[config.mk]
export PLATFORM = sky130hd
export DESIGN_NAME = config_regbank_scan
export DESIGN_NICKNAME = d
export VERILOG_FILES = /design/src/rtl/config_regbank_scan.sv
export SDC_FILE = /design/constraint.sdc
export NUM_CORES = 1
export LEC_CHECK = 0
export CAP_MARGIN = 25
export CORE_MARGIN = 10
export CORE_UTILIZATION = 50
export DETAILED_ROUTE_END_ITERATION = 12
export PLACE_DENSITY = 0.82
export SYNTH_ARGS = -nofsm -noshare
export SYNTH_HDL_FRONTEND = slang
export SYNTH_SLANG_ARGS = --single-unit
[constraint.sdc]
create_clock -name clk_i -period 3.16 [get_ports clk_i]
set_input_delay 0.948 -clock clk_i [delete_from_list [all_inputs] [get_ports clk_i]]
set_output_delay 0.948 -clock clk_i [all_outputs]
set_load 0.01 [all_outputs]
[src/rtl/config_regbank_scan.sv]
// Configuration register bank with shadow/active double buffering, atomic commit and
// sticky write lock, plus a registered monitor mux with manual or auto-scan selection.
module config_regbank_scan #(
  parameter int AW      = 2,
  parameter int DW      = 16,
  parameter int NCH     = 8,
  parameter int CW      = 6,
  parameter int SELW    = 3,
  parameter int DWELL_W = 8
) (
  input  logic                   clk_i,
  input  logic                   rst_n_i,
  input  logic                   reg_wr_i,
  input  logic [AW-1:0]          reg_adr_i,
  input  logic [DW-1:0]          reg_dat_i,
  input  logic                   commit_i,
  input  logic                   lock_i,
  output logic [(2**AW)*DW-1:0]  cfg_o,
  output logic [DW-1:0]          reg_rd_o,
  output logic                   pending_o,
  output logic                   locked_o,
  output logic                   wr_err_o,
  input  logic [NCH*CW-1:0]      mux_i,
  input  logic                   scan_en_i,
  input  logic [SELW-1:0]        mux_adr_i,
  input  logic [DWELL_W-1:0]     dwell_i,
  output logic [CW-1:0]          mux_o,
  output logic [SELW-1:0]        mux_sel_o,
  output logic                   mux_vld_o
);

  localparam int NREG = 2**AW;

  typedef enum logic {MUX_MANUAL, MUX_SCAN} mux_state_e;

  logic [DW-1:0]      shadow_q [NREG];
  logic [DW-1:0]      shadow_d [NREG];
  logic [NREG*DW-1:0] cfg_q, cfg_d;
  logic               pending_q, pending_d;
  logic               locked_q, locked_d;
  logic               wr_err_q, wr_err_d;

  mux_state_e         state_q, state_d;
  logic [SELW-1:0]    scan_sel_q, scan_sel_d;
  logic [DWELL_W-1:0] cnt_q, cnt_d;
  logic [CW-1:0]      mux_q, mux_d;
  logic [SELW-1:0]    mux_sel_q, mux_sel_d;
  logic               vld_q, vld_d;

  // Out-of-range channel indices read as zero.
  function automatic logic [CW-1:0] pick(input logic [NCH*CW-1:0] ch,
                                         input logic [SELW-1:0]   idx);
    pick = '0;
    for (int unsigned n = 0; n < NCH; n++) begin
      if (idx == SELW'(n)) pick = ch[n*CW +: CW];
    end
  endfunction

  // Commit is evaluated before the write so it always captures the pre-edge shadow.
  always_comb begin
    shadow_d  = shadow_q;
    cfg_d     = cfg_q;
    pending_d = pending_q;
    locked_d  = locked_q | lock_i;
    wr_err_d  = 1'b0;
    if (commit_i) begin
      for (int unsigned n = 0; n < NREG; n++) cfg_d[n*DW +: DW] = shadow_q[n];
      pending_d = 1'b0;
    end
    if (reg_wr_i) begin
      if (locked_q) begin
        wr_err_d = 1'b1;
      end else begin
        shadow_d[reg_adr_i] = reg_dat_i;
        pending_d           = 1'b1;
      end
    end
  end

  always_ff @(posedge clk_i or negedge rst_n_i) begin
    if (!rst_n_i) begin
      shadow_q  <= '{default: '0};
      cfg_q     <= '0;
      pending_q <= 1'b0;
      locked_q  <= 1'b0;
      wr_err_q  <= 1'b0;
    end else begin
      shadow_q  <= shadow_d;
      cfg_q     <= cfg_d;
      pending_q <= pending_d;
      locked_q  <= locked_d;
      wr_err_q  <= wr_err_d;
    end
  end

  always_comb begin
    state_d    = state_q;
    scan_sel_d = scan_sel_q;
    cnt_d      = cnt_q;
    mux_d      = mux_q;
    mux_sel_d  = mux_sel_q;
    vld_d      = 1'b0;
    case (state_q)
      MUX_MANUAL: begin
        mux_d     = pick(mux_i, mux_adr_i);
        mux_sel_d = mux_adr_i;
        if (scan_en_i) begin
          state_d    = MUX_SCAN;
          scan_sel_d = '0;
          cnt_d      = dwell_i;
        end
      end
      MUX_SCAN: begin
        if (!scan_en_i) begin
          state_d   = MUX_MANUAL;
          mux_d     = pick(mux_i, mux_adr_i);
          mux_sel_d = mux_adr_i;
        end else if (cnt_q != '0) begin
          cnt_d = cnt_q - DWELL_W'(1);
        end else begin
          mux_d      = pick(mux_i, scan_sel_q);
          mux_sel_d  = scan_sel_q;
          vld_d      = 1'b1;
          scan_sel_d = (scan_sel_q == SELW'(NCH - 1)) ? '0 : scan_sel_q + SELW'(1);
          cnt_d      = dwell_i;
        end
      end
      default: state_d = MUX_MANUAL;
    endcase
  end

  always_ff @(posedge clk_i or negedge rst_n_i) begin
    if (!rst_n_i) begin
      state_q    <= MUX_MANUAL;
      scan_sel_q <= '0;
      cnt_q      <= '0;
      mux_q      <= '0;
      mux_sel_q  <= '0;
      vld_q      <= 1'b0;
    end else begin
      state_q    <= state_d;
      scan_sel_q <= scan_sel_d;
      cnt_q      <= cnt_d;
      mux_q      <= mux_d;
      mux_sel_q  <= mux_sel_d;
      vld_q      <= vld_d;
    end
  end

  assign cfg_o     = cfg_q;
  assign reg_rd_o  = shadow_q[reg_adr_i];
  assign pending_o = pending_q;
  assign locked_o  = locked_q;
  assign wr_err_o  = wr_err_q;
  assign mux_o     = mux_q;
  assign mux_sel_o = mux_sel_q;
  assign mux_vld_o = vld_q;

endmodule

# == Word level (Yosys, flattened, before mapping) ==
# Cells that the tools add are included.
# word_totals
out_inout_bits,93
elab_cells,93
regBits,153
inputBits,83
# classes
bitwise_logic,4
n_reduce_logical,7
order_cmp,2
n_eq_ne,18
muxes,46
addsub,2
# op_table
op,n
6-bit 2-to-1 mux,18
64-bit bitwise mux,1
16-bit 2-to-1 mux,3
16-bit binary-select mux with 2-bit select,1
16-bit demux with 2-bit select,1
3-bit equality test (second input constant),8
8-bit 2-to-1 mux,3
3-bit 2-to-1 mux,6
8-bit case mux with 2 select lines,1
3-bit by 2-bit equality test with 1-bit output (second input constant),4
3-bit case mux with 2 select lines,2
6-bit case mux with 2 select lines,1
1-bit 2-to-1 mux,9
8-bit nonzero test,1
8-bit by 1-bit subtractor with 8-bit output (second input constant),1
3-bit by 1-bit equality test with 1-bit output (second input constant),2
3-bit zero test,2
2-bit != test (second input constant),3
2-bit AND reduction,2
3-bit by 1-bit adder with 3-bit output (second input constant),1
3-bit >= comparator (second input constant),1
3-bit by 1-bit < comparator with 1-bit output (second input constant),1
3-bit != test (second input constant),1
2-bit NOT with 3-bit output,1
other kinds (4),5

# == Depth between registers and ports, before layout ==
# Gate-level depths: netlist of run 1.
# logic_depth
ltp_word,12
depth_mapped,8
mapped_depth_nobuf,7

# == Least setup slack after synthesis of run 1 ==
# OpenSTA, ideal clock, no wires.
# synth_path
path_type,input port to output port
start,input reg_adr_i[0]
end,output reg_rd_o[10]
required_time_ns,2.212
path_slack_ns,0.142
arrival_time_ns,2.070
path_buffers,2
cell_stages,3
cell_sequence,buf_2 -> buf_2 -> mux4_2
# synth_between
elab_chain_cells,4
# synth_rtl
item,line_no,rtl
start: declaration,14,"input logic [AW-1:0] reg_adr_i,"
2-bit NOT with 3-bit output (not written as such),151,assign reg_rd_o = shadow_q[reg_adr_i];
16-bit binary-select mux with 2-bit select,151,
16-bit 2-to-1 mux (not written as such) (2 in a row),151,
end: declaration,19,"output logic [DW-1:0] reg_rd_o,"
# Every way passes these cells. The select of a mux whose other input is x is not followed.

# == Worst setup path in the final report of run 1 ==
# layout_path
start,input reg_adr_i[0]
end,output reg_rd_o[9]
# Same word-level chain as after synthesis.

==> results by group, run 1 <==
Status
  • Status: finished clean

Route
  • Drt total wl: 20.9 mm
  • Via/cell ratio: around 6
  • DRT Pass-1 Iters: 7
  • ANT nets after route: 0
  • Wire per inst: 22.3 um
  • Initial DRC Count: 423
  • Detailed-route DRC error count: 0
  • Routed vias: 5470

Power and ir drop
  • Pwr/cell area: 510 nW/um^2
  • Sequential share of power: 0.438
  • Int Pwr: 3850 uW
  • Combinational group share of total power: 0.157
  • Sw Ratio: 0.242
  • Pleak: 0.00450 uW
  • Share of total power in the clock network: 0.406
  • Switching pwr: 1230 uW
  • Worst VDD drop: 0.000375 V

Global route
  • Tot GR Track Use: 0.211
  • Vias in the first global route: between 6k and 7k
  • Antenna violations before repair: 0
  • GRT Residual Overflow: 0
  • Global-route wire length before repair: 33.1 mm
  • Largest net degree at the start of global routing: 75

Clocking
  • Root Driver: clkbuf_16
  • Total CTS buffers: 17
  • Clock Sinks: 153
  • Clock Tree Buf Depth: 2
  • TritonCTS clock tree: done
  • CTS Hold Bufs: 0
  • Clock-pin slew on the worst setup and hold paths: 60 ps
  • Setup Fix Bufs, Post-CTS: 0
  • Clock Latency Late Sink: 420 ps
  • H-tree depth: 4

Job
  • Max Cap Viol: 0

Setup path
  • Crit path launch type: primary input
  • FF-to-FF setup slack: 650 ps
  • Worst EP arrival: between 2000 and 2500 ps
  • Required time of the critical path: 2210 ps
  • CP Max Fanout: 9
  • Reg2reg end: mux_o[3]
  • R2R cell count: 7
  • Crit end category: primary output
  • Crit path kind: in -> out
  • Crit Reg-Reg Startpoint: scan_sel_q[2]

Logic synthesis
  • Syn avg cell area: 13.0 um^2
  • Synth top area cells: dfrtp_1 (53%), mux2_2 (20%), mux4_2 (6.8%), nand2_1 (1.7%), a21oi_1 (1.6%)
  • Area share of and/or/nand/nor cells after synthesis: 0.0744
  • Multiplexer share of the synthesized area: 0.278
  • Post-synthesis compound-gate area fraction: 0.0804
  • Post-synth top area share: 0.527
  • Adder-cell share of the synthesized area: 0.0138
  • Mapped Area: just over 7000 um^2
  • Synth warnings: 0
  • Synth Instances: approximately 560
  • Synth async-reset ratio: 1.00
  • Main flop type after synthesis: dfrtp_1
  • Number of synthesized flops with an enable pin: 0
  • Post-Synth XOR/XNOR Area: 0.00241
  • Largest family of logic cells by synthesized area: multiplexers
  • Area leader, netlist: dfrtp_1
  • Yosys cell types: 49
  • #FFs+latches synth: roughly 150
  • Sequential cell area fraction in the yosys report: 0.527
  • Synth Net Count: 650

Floorplanning
  • Die X: 141 um
  • Core area: 14400 um^2
  • Num rows: between 40 and 50
  • Die area: 19800 um^2
  • Initial core utilization: 0.506
  • Die Ht: between 100 and 150 um
  • IO Pins: 176

Cells and area
  • Ant diodes: 0
  • Commonest non-fill, non-tap cell in the layout: clkdlybuf4s50_1
  • Area growth, synth to finish: 37.0%
  • Final net count: ~830
  • Final core occ: 0.693
  • Commonest non-fill, non-tap cells in the layout: clkdlybuf4s50_1 (155), dfrtp_1 (153), mux2_2 (129), nand2_1 (32), a21oi_1 (23)
  • Layout cell share with drive strength beyond 1: 0.283

Placed design
  • Gp weighted congestion: 0.925
  • Post-place setup slack: -518 ps
  • Port bufs: 175
  • HPWL after detailed placement: 14.9 mm

Timing
  • Final Max Tran Viols: 0
  • Worst-Margin Slew: 855 ps
  • Worst slew margin: 0.430
  • Clk_skew: a little over 7 ps
  • RSZ-0062 raised after global routing: no
  • Setup TNS Final: 0 ps
  • Fmax: 0.322 GHz
  • Final Critical Period: 3110 ps
  • # setup viols final: 0
  • Worst hold slack: 506 ps
  • Final worst slack: roughly 50 ps
  • Final Hold Fails: 0
  • Final period utilization: 0.984

Worst hold path
  • Tightest Hold Check Type: reg -> reg
  • Min-delay src: cfg_o[13]
  • Worst Hold Endpoint: cfg_o[13]
  • Hold depth: 1
## cell usage after synthesis, drive strengths merged (3+ instances only)
library cell / instances
a21oi: 23
a221oi: 3
a22o: 3
a22oi: 6
a32oi: 3
and2: 6
buf: 4
clkbuf: 29
dfrtp: 153
ha: 8
inv: 12
mux2: 129
mux2i: 7
mux4: 22
nand2: 32
nand3: 6
nand3b: 3
nor2: 23
nor2b: 15
nor3: 8
o211ai: 8
o21ai: 18
o311a: 3
o311ai: 3
or2: 3
## through the flow
step	total power, uW	std cells	cell area, um^2
after floorplan	2570	559	7270
after global placement	3020	903	9320
after detailed placement	3050	903	9320
after CTS	5120	937	9960
after global routing	5280	937	9960
final	5080	937	9960
## worst max path at each step
stage          cells past startpoint      endpoint         start  slack [ps]
2_1_floorplan                      3  reg_rd_o[10]  reg_adr_i[0]         140
3_3_place_gp                       4  reg_rd_o[11]  reg_adr_i[0]        -490
3_5_place_dp                       4   reg_rd_o[9]  reg_adr_i[0]        -520
4_1_cts                            4   reg_rd_o[1]  reg_adr_i[1]          10
5_1_grt                            4   reg_rd_o[9]  reg_adr_i[0]          10
6_report                           4   reg_rd_o[9]  reg_adr_i[0]          50
## logic make-up after synthesis
group / after synthesis
adder cells (fa/ha/maj): 8
multiplexers: 158
XOR/XNOR: 2
buffers and inverters: 45
flip-flops: 153
AND/OR/NAND/NOR: 108
AO/OA/AOI/OAI: 85
## layer usage
metal,share of wire,routed length [um],GRT usage,vias to the layer above
li1,-,-,-,2422
met1,0.39,8220,0.241,2771
met2,0.51,10700,0.360,230
met3,0.059,1230,0.0561,47
met4,0.036,759,0.0957,0
met5,0,0,0,-
## what timing repair did
item / in CTS / in global routing
gates resized for setup: 23 / 1
endpoints found under the setup margin: 16 / 3
cloned: 2 / 0
## critical path, stage by stage
cell and delay, ps:
buf_2 180, buf_12 180, mux4_2 520, dlygate4sd2_1 310
## sequential cells by signal (all words and copies together) (netlist names)
signal,flops
cfg_o,64
mux_o,6
shadow_q,64
wr_err_o,1
state_q,1
locked_o,1
mux_sel_o,3
mux_vld_o,1
scan_sel_q,3
pending_o,1
cnt_q,8
## power by group through the flow
stage | Sequential [uW] | Clock, uW | Combinational, uW
6_report | 2220 | 2060 | 795
5_1_grt | 2240 | 2180 | 857
4_1_cts | 2220 | 2090 | 805
3_5_place_dp | 2250 | 0 | 798
2_1_floorplan | 2250 | 0 | 319
3_3_place_gp | 2240 | 0 | 777
## cell type report
cell class,instances,area [um^2]
clock buffers,21,460
flip-flops and latches,153,3830
fillers,971,4410
multi-input cells,361,3270
clock inverters,11,144
well taps,184,230
inverters,12,45.0
repair buffers,195,1980
(Power assumes the default switching activity.)
==> run 2: changes to the inputs <==
Settings changed: CORE_MARGIN 10 to 8.
==> run 2 against run 1 <==
  * Clock skew increased by 0.91 ps
  * Register-to-register slack improved by 190 ps
  * Global-route usage increased by 1.7 points
  * Sequential share of layout area increased by 0.077 points
  * Combinational power about the same
  * Count of clock-buffer cells in the layout increased by 3
  * Sequential power about the same
  * Critical path depth unchanged
  * Design area decreased by 0.20%
  * Power decreased by 1.5%
  * Wire length decreased by 0.90%
  * Worst hold slack about the same
==> results by group, run 2 (synthesis results as in run 1) <==
Status
  • Status: finished clean

Setup path
  • Max stage delay on crit path: about 520 ps
  • CP Max Fanout: 9
  • CP Cell Sequence: buf_2, buf_12, mux4_2, dlygate4sd2_1
  • Worst EP arrival: 2150 ps
  • Crit path launch type: primary input
  • Delay-heaviest family, CP: buffers and inverters
  • Worst path depth: 4
  • Crit path kind: in -> out
  • R2R cell count: 5
  • Crit path max-delay cell type: mux4_2
  • CP bufs+invs: 3
  • Required time of the critical path: 2210 ps
  • Crit end category: primary output

Cells and area
  • Non-filler instance count after layout: around 940
  • Seq. cell area: 3830 um^2
  • Ant diodes: 0
  • Area growth, synth to finish: 36.8%
  • Commonest non-fill, non-tap cell in the layout: clkdlybuf4s50_1
  • Area of the multi-input gates: 3270 um^2
  • Layout cell share with drive strength beyond 1: 0.282
  • Fill cells: 985
  • Final net count: 833
  • Commonest non-fill, non-tap cells in the layout: clkdlybuf4s50_1 (155), dfrtp_1 (153), mux2_2 (129), nand2_1 (32), a21oi_1 (23)

Clocking
  • Clock-pin slew on the worst setup and hold paths: approximately 60 ps
  • Clock Sinks: 153
  • TritonCTS clock tree: done
  • Total CTS buffers: 17
  • Clock Tree Buf Depth: 2
  • Root Driver: clkbuf_16
  • Clock Latency Late Sink: approximately 420 ps
  • Setup Fix Bufs, Post-CTS: 0
  • H-tree depth: 4

Placed design
  • HPWL after detailed placement: 14.9 mm
  • Gp weighted congestion: ~0.92
  • Port bufs: 175
  • Dpl cells: between 900 and 1k

Worst hold path
  • Tightest Hold Check Type: reg -> reg
  • Hold depth: 1

Power and ir drop
  • Pleak: 0.00449 uW
  • Tot Pwr: 5010 uW
  • Worst VDD drop: about 0.00050 V
  • Pwr/cell area: 504 nW/um^2

Timing
  • Setup TNS Final: 0 ps
  • # setup viols final: 0
  • Worst-Margin Slew: 815 ps
  • Final Critical Period: 3100 ps
  • Final Hold Fails: 0
  • Fmax: 0.322 GHz
  • RSZ-0062 raised after global routing: no
  • Final period utilization: 0.981
  • Clk_skew: approximately 8.2 ps
  • Final Max Tran Viols: 0
  • Worst slew margin: 0.457

Global route
  • Global-route wire length before repair: approximately 33 mm
  • GRT Residual Overflow: 0
  • Antenna violations before repair: 0
  • Largest net degree at the start of global routing: 76
  • Vias in the first global route: 5862
  • Tot GR Track Use: 0.228

Route
  • Wire per inst: 22.1 um
  • DRT Pass-1 Iters: 6
  • Drt total wl: 20.7 mm
  • Via/cell ratio: 5.82
  • ANT nets after route: 0
  • Routed vias: about 5.5k
  • Detailed-route DRC error count: 0
  • Initial DRC Count: roughly 480

Floorplanning
  • Num rows: 44
  • Die X: 137 um
  • Die area: 18700 um^2
  • Core area: 14400 um^2
  • Initial core utilization: 0.506
  • IO Pins: 176
  • Die Ht: 137 um

Job
  • Max Cap Viol: 0
## run 2: cell types whose count changed in the layout (fill, tap and decap cells not counted)
cell / delta
clkbuf_8: +2
buf_12: -1
inv_6: -1
bufinv_16: -1
buf_4: +3
clkinv_2: -3
clkbuf_1: +1
## run 2: path summary, 6_finish.rpt
path	from	to	slack, ps
worst max-delay path	reg_adr_i[0]	reg_rd_o[10]	60
worst min-delay path	cfg_o[28]	cfg_o[28]	510
worst max register to register	cnt_q[2]	mux_o[3]	840
worst min register to register	cfg_o[28]	cfg_o[28]	510
max in group asynchronous	rst_n_i	shadow_q[16]	1790
min in group asynchronous	rst_n_i	cfg_o[3]	550
## run 2: power by group
part | leakage (uW) | internal [uW] | switching (uW) | total (uW)
combinational | 0.00218 | 458 | 335 | 793
clock | 0.000282 | 1240 | 749 | 1990
sequential | 0.00203 | 2110 | 116 | 2220
total | 0.00449 | 3810 | 1200 | 5010
## run 2: worst reg2reg max path, stage by stage, from the launching register on
cell      delay [ps]
dfrtp_1          430
or4_4            600
or3_4            510
nor2_1           340
o211ai_1         170
o311a_1          150
## run 2: final cells by class
class                      instances  area share
sequential                       153       0.385
multi-input combinational        361       0.329
timing repair buffer             197       0.200
clock buffer                      24      0.0495
tap                              184      0.0232
clock inverter                     6     0.00906
inverter                          12     0.00453
## run 2: stage by stage
stage                      util  area [um^2]  hold WS (ps)  worst slack, ps
final                     0.692         9940           506             59.1
after global routing      0.692         9940           524             24.3
after CTS                 0.692         9940           512             46.5
after detailed placement  0.649         9320           495             -517
after global placement    0.649         9320           490             -485
after floorplan               -         7270           491              142
## run 2: what timing repair did
item	4_1_cts	5_1_grt
gates cloned	2	0
hold buffers	0	0
gates resized for setup	23	1
setup endpoints to repair	16	1
## run 2: routing by layer
metal  vias to the layer above  track usage  wire, um
met2                       187        0.393     11000
met1                      2811        0.276      8270
li1                       2422            -         -
met4                         0       0.0769       429
met3                        36       0.0521      1070
met5                         -            0         0
